<file path="config.mk">
export PLATFORM = sky130hd
export DESIGN_NAME = gru_seq_cell
export DESIGN_NICKNAME = d
export VERILOG_FILES = /design/src/rtl/gru_seq_cell.sv
export SDC_FILE = /design/constraint.sdc
export NUM_CORES = 2
export LEC_CHECK = 0
export BUFFER_PORTS_ARGS = -buffer_cell sky130_fd_sc_hd__buf_4
export CAP_MARGIN = 40
export CORE_MARGIN = 10
export CORE_UTILIZATION = 35
export CTS_BUF_LIST = sky130_fd_sc_hd__clkbuf_8
export CTS_CLUSTER_SIZE = 16
export DETAILED_ROUTE_END_ITERATION = 10
export HOLD_SLACK_MARGIN = 0.1
export MAX_ROUTING_LAYER = met4
export PLACE_DENSITY = 0.53
export SETUP_SLACK_MARGIN = 0.02
export SLEW_MARGIN = 20
export SYNTH_ARGS = -nofsm -noshare
export SYNTH_HDL_FRONTEND = slang
export SYNTH_SLANG_ARGS = --single-unit
</file>
<file path="constraint.sdc">
create_clock -name clk -period 34.9 [get_ports clk]
set_clock_uncertainty 0.15 [all_clocks]
set_input_delay 1.745 -clock clk [delete_from_list [all_inputs] [get_ports clk]]
set_output_delay 1.745 -clock clk [all_outputs]
set_load 0.1 [all_outputs]
</file>
<file path="src/rtl/gru_seq_cell.sv">
// Sequential GRU cell: one timestep per x handshake, computed on a single shared signed multiplier.
// Define GRU_SATURATE_EN to saturate every narrowing to N bits; otherwise narrowing wraps.

module sigmoid_lut #(
  parameter int N = 8,
  parameter int Q = 5
) (
  input  logic signed [N-1:0] a,
  output logic signed [N-1:0] y
);
  // Hard sigmoid: clamp(a/4 + 0.5, 0, 1) in Q-format.
  always_comb begin
    int t;
    t = (int'(a) >>> 2) + (1 << (Q - 1));
    if (t < 0) t = 0;
    else if (t > (1 << Q)) t = 1 << Q;
    y = N'(t);
  end
endmodule

module tanh_lut #(
  parameter int N = 8,
  parameter int Q = 5
) (
  input  logic signed [N-1:0] a,
  output logic signed [N-1:0] y
);
  always_comb begin
    int t;
    t = int'(a);
    if (t < -(1 << Q)) t = -(1 << Q);
    else if (t > (1 << Q)) t = 1 << Q;
    y = N'(t);
  end
endmodule

module gru_seq_cell #(
  parameter int N   = 8,
  parameter int Q   = 5,
  parameter int INW = 2,
  parameter int HID = 4,
  parameter int WAW = 7
) (
  input  logic                 clk,
  input  logic                 rst,
  input  logic                 w_we,
  input  logic [WAW-1:0]       w_addr,
  input  logic [N-1:0]         w_data,
  input  logic                 state_clr,
  input  logic                 x_valid,
  output logic                 x_ready,
  input  logic [INW*N-1:0]     x_data,
  output logic                 h_valid,
  input  logic                 h_ready,
  output logic [HID*N-1:0]     h_data,
  output logic                 busy
);
  localparam int ROW  = INW + HID + 1;
  localparam int NW   = 3 * HID * ROW;
  localparam int AW   = $clog2(NW);
  localparam int KW   = $clog2(ROW);
  localparam int HW   = $clog2(HID);
  localparam int IW   = $clog2(INW);
  localparam int ACCW = 2 * N + $clog2(ROW);
  localparam int PW   = 2 * N + 2;

  typedef enum logic [2:0] {IDLE, ZG, RG, CG, UPD, OUT} state_t;
  state_t state, state_nx;

  logic signed [N-1:0]    wmem [NW];
  logic signed [N-1:0]    xv [INW];
  logic signed [N-1:0]    h [HID];
  logic signed [N-1:0]    sh [HID];
  logic signed [N-1:0]    rh [HID];
  logic signed [N-1:0]    zv [HID];
  logic signed [N-1:0]    cv [HID];
  logic signed [ACCW-1:0] acc, mac_sum;
  logic [KW-1:0]          k;
  logic [HW-1:0]          unit;

  logic [1:0]             gate;
  logic [AW-1:0]          row_base;
  logic                   act_cyc;
  logic signed [N-1:0]    wsel, bsel, opnd, hk, pre, sig, tnh, pq, hnew;
  logic signed [N:0]      ma, mb;
  logic signed [PW-1:0]   prod;

  function automatic logic signed [N-1:0] narrow(input logic signed [31:0] v);
`ifdef GRU_SATURATE_EN
    if (v > 2**(N-1) - 1) return N'(2**(N-1) - 1);
    if (v < -(2**(N-1))) return N'(-(2**(N-1)));
`endif
    return N'(v);
  endfunction

  sigmoid_lut #(.N(N), .Q(Q)) u_sig  (.a(pre), .y(sig));
  tanh_lut    #(.N(N), .Q(Q)) u_tanh (.a(pre), .y(tnh));

  assign prod = ma * mb;

  // The one multiplier serves the MAC, the r*h scratch product and the z*(c-h) update.
  always_comb begin
    gate = 2'd0;
    if (state == RG) gate = 2'd1;
    else if (state == CG) gate = 2'd2;
    row_base = AW'((int'(gate) * HID + int'(unit)) * ROW);
    wsel     = wmem[row_base + AW'(k)];
    bsel     = wmem[row_base + AW'(ROW - 1)];
    act_cyc  = (state == ZG || state == RG || state == CG) && (int'(k) == ROW - 1);
    hk       = h[HW'(k)];
    if (int'(k) < INW) opnd = xv[IW'(k)];
    else if (state == CG) opnd = rh[HW'(int'(k) - INW)];
    else opnd = h[HW'(int'(k) - INW)];
    pre = narrow(32'(acc >>> Q));
    ma  = {wsel[N-1], wsel};
    mb  = {opnd[N-1], opnd};
    if (state == RG && act_cyc) begin
      ma = {sig[N-1], sig};
      mb = {h[unit][N-1], h[unit]};
    end
    if (state == UPD) begin
      ma = {zv[HW'(k)][N-1], zv[HW'(k)]};
      mb = {cv[HW'(k)][N-1], cv[HW'(k)]} - {hk[N-1], hk};
    end
    mac_sum = ((k == '0) ? (ACCW'(bsel) <<< Q) : acc) + ACCW'(prod);
    pq      = narrow(32'(prod >>> Q));
    hnew    = narrow(32'(hk) + 32'(pq));
  end

  always_comb begin
    state_nx = state;
    case (state)
      IDLE: if (x_valid && x_ready) state_nx = ZG;
      ZG:   if (act_cyc && int'(unit) == HID - 1) state_nx = RG;
      RG:   if (act_cyc && int'(unit) == HID - 1) state_nx = CG;
      CG:   if (act_cyc && int'(unit) == HID - 1) state_nx = UPD;
      UPD:  if (int'(k) == HID) state_nx = OUT;
      OUT:  if (h_ready) state_nx = IDLE;
      default: state_nx = IDLE;
    endcase
  end

  always_ff @(posedge clk) begin
    if (rst) begin
      state <= IDLE;
      k     <= '0;
      unit  <= '0;
      acc   <= '0;
      for (int unsigned i = 0; i < NW; i++) wmem[i] <= '0;
      for (int unsigned i = 0; i < INW; i++) xv[i] <= '0;
      for (int unsigned i = 0; i < HID; i++) begin
        h[i]  <= '0;
        sh[i] <= '0;
        rh[i] <= '0;
        zv[i] <= '0;
        cv[i] <= '0;
      end
    end else begin
      state <= state_nx;
      case (state)
        IDLE: begin
          if (state_clr)
            for (int unsigned i = 0; i < HID; i++) h[i] <= '0;
          if (x_valid && x_ready) begin
            for (int unsigned i = 0; i < INW; i++) xv[i] <= x_data[i*N +: N];
            k    <= '0;
            unit <= '0;
          end
        end
        ZG, RG, CG: begin
          if (!act_cyc) begin
            acc <= mac_sum;
            k   <= k + 1'b1;
          end else begin
            if (state == ZG) zv[unit] <= sig;
            else if (state == RG) rh[unit] <= pq;
            else cv[unit] <= tnh;
            k    <= '0;
            unit <= (int'(unit) == HID - 1) ? '0 : unit + 1'b1;
          end
        end
        UPD: begin
          if (int'(k) < HID) begin
            sh[HW'(k)] <= hnew;
            k          <= k + 1'b1;
          end else begin
            h <= sh;
            k <= '0;
          end
        end
        default: ;
      endcase
      if (w_we && !busy && int'(w_addr) < NW) wmem[AW'(w_addr)] <= w_data;
    end
  end

  assign h_valid = (state == OUT);
  assign x_ready = (state == IDLE) && !h_valid;
  assign busy    = (state == ZG) || (state == RG) || (state == CG) || (state == UPD);

  always_comb begin
    h_data = '0;
    for (int unsigned j = 0; j < HID; j++) h_data[j*N +: N] = h[j];
  end
endmodule
</file>
==> flow_summary.ini <==
[timing]
fin_setup_tns_ns = 0
period_needed_ns = 12.03
worst_hold_slack_ns = 0.298
clock.fmax_mhz = 83.1
finalSetupViolCount = 0
setup_ws_ns = 22.87
tightest_slew_ns = 0.913
maxSlewViolCount = 0
rsz0062_at_grt = false
hold_violations = 0
min_period_over_period_pct = 34.5
relSlewSlack_pct = 38.7

[placement]
globalplace.congestion = 0.839
pre_cts_ws_ns = 22.99
dpl_cell_area_um2 = 70300
io_buffers = 71
dp_hpwl_um = 127000

[synth]
async_reset_ff_share_pct = 0
yosys_warnings = 0
ys_ff_latch = 1215
syn_area_per_cell_um2 = 15.1
yosysSeqAreaShare_pct = 54.7
synth_edf_count = 1128
syn_area_um2 = 65100
synth.distinct_cells = 69
synth_flop_cell = edfxtp_1
netlist_instances = 4299

[critical_path]
r2r_cells = 34
crit_slowest_cell = fa_4
required_ns = 35.62
path_class = reg -> reg
arrival_ns = 12.75
cp-end-kind = flop
r2r_slack_ns = 22.87
cp_max_fo = 98
critPathMaxStageDelay_ns = 0.79
critPathLaunchType = flop

[pwr]
leakage_nw = 26.7
powerDensity_nw_per_um2 = 86.0
ir_drop_uv = 179

[cts]
cts_buffer_depth = 3
cts_buffers = 207
hold_buffers = 0
cts_num_sinks = 1215
cts-root-buf = clkbuf_8
ctsResizeCount = 0
clk_latency_ns = 0.99
htreeDepth = 4
cts_tree = yes
post_cts_buffers = 0
cts.clk_slew.worst_paths_ns = 0.06

[run]
drv_cap = 0

[route]
wire_per_inst_um = 25.9
vias = 39621
drc = 0
ant_nets = 0
viasPerCell = 5.33
drtPass1Iterations = 5
routed_wl_um = 193000
drtIter0Drc = 3599

[layout]
n_fill_cell = 17393
syn2layout_area_growth_pct = 14.2
mostFrequentLayoutCell = edfxtp_1
post-route-util_pct = 40.1
final_cell_mix = edfxtp_1, and2_1, mux4_2, conb_1, nand2_1
drive_gt1_share_pct = 24.4
nets = 4935
finalInstanceArea_um2 = 74300

[floorplan]
die-area_um2 = 204000
die_h_um = 451
rows = 158
dieWidth_um = 451
floorplan.initialDensity_pct = 35.1
io_pins = 72
core-area_um2 = 185000

[hold_path]
min_path_cells = 2
hold_path.class = reg -> reg

[grt]
grt_overflow = 0
grt_max_degree = 109
antenna_found_initial = 8
grt_first_pass_wirelength_um = 282000
grt_pass1_vias = 39989
track_usage_pct = 19.1

[status]
status = completed
## critical path: cells and delay by family (launching register included)
kind | cells | cell delay [ns]
DFF | 1 | 0.78
muxes | 2 | 0.91
xor gates and xnor gates | 3 | 0.76
AOI/OAI and AO/OA | 8 | 2.29
and+or+nand+nor | 4 | 0.56
adders and majority gates | 9 | 4.21
buffers and inverters | 8 | 2.14
## synth_stat cells (all sizes together) (15+ instances only)
master / n / area [µm²]
a211oi: 65 / 500
a21oi: 113 / 566
a31oi: 19 / 119
and2: 714 / 4470
and3: 21 / 131
buf: 112 / 599
clkbuf: 224 / 842
dfxtp: 87 / 1740
edfxtp: 1128 / 33900
fa: 52 / 1040
ha: 66 / 826
inv: 110 / 413
mux2i: 60 / 601
mux4: 663 / 15000
nand2: 247 / 927
nand3: 46 / 230
nor2: 219 / 822
nor2b: 40 / 258
nor3: 15 / 75.1
o21ai: 125 / 626
xnor2: 40 / 384
xor2: 18 / 158
## kinds of logic after synthesis
logic type                 count (synthesis)  synth area share (%)
other                                      1               0.00576
AOI/OAI and AO/OA                        389                  3.60
xor gates and xnor gates                  60                 0.905
muxes                                    734                  24.1
and+or+nand+nor                         1336                  11.0
DFF                                     1215                  54.7
buffers and inverters                    446                  2.85
adders and majority gates                118                  2.87
## power by group
part           internal [mW]  switching (mW)
combinational           1.47            1.99
sequential              1.67          0.0442
clock                  0.593           0.626
total                   3.73            2.66
## worst paths after layout
| path | startpoint | end |
|---|---|---|
| max | unit[0]$_SDFFE_PP0P_ | sh[15]$_SDFFE_PP0P_ |
| min | acc[3]$_SDFFE_PP0P_ | acc[3]$_SDFFE_PP0P_ |
| max reg2reg | unit[0]$_SDFFE_PP0P_ | sh[15]$_SDFFE_PP0P_ |
| min reg2reg | acc[3]$_SDFFE_PP0P_ | acc[3]$_SDFFE_PP0P_ |
## routing by layer
| metal | share of wire, % | vias up | global-route usage, % |
|---|---|---|---|
| met4 | 2.6 | 0 | 5.23 |
| met3 | 6.5 | 242 | 3.64 |
| met1 | 42 | 20732 | 24.9 |
| li1 | - | 17253 | - |
| met5 | 0 | - | - |
| met2 | 49 | 1394 | 30.7 |
## final cells by class
class                      count  area [µm²]  area share (%)
antenna                        6        15.0          0.0202
clock buffer                 212        2920            3.92
clock inverter               168         901            1.21
inverter                     110         413           0.555
multi-input combinational   2989       29100            39.1
sequential                  1215       35600            47.9
tap                         2480        3100            4.17
timing repair buffer         257        2270            3.06
## per-stage QoR
step | cells | power [mW]
after global placement | 7006 | 5.20
after CTS | 7419 | 6.45
final | 7437 | 6.40
after global routing | 7434 | 6.78
after floorplan | 4650 | 4.17
after detailed placement | 7039 | 5.21
## flip-flops by register name (all words and copies together), names as in the netlist, named ones only
register  count
rh           32
h_data       32
xv           16
cv           32
unit          2
k             3
wmem       1024
sh           32
state         3
acc          13
zv           24
(Power assumes the default switching activity.)
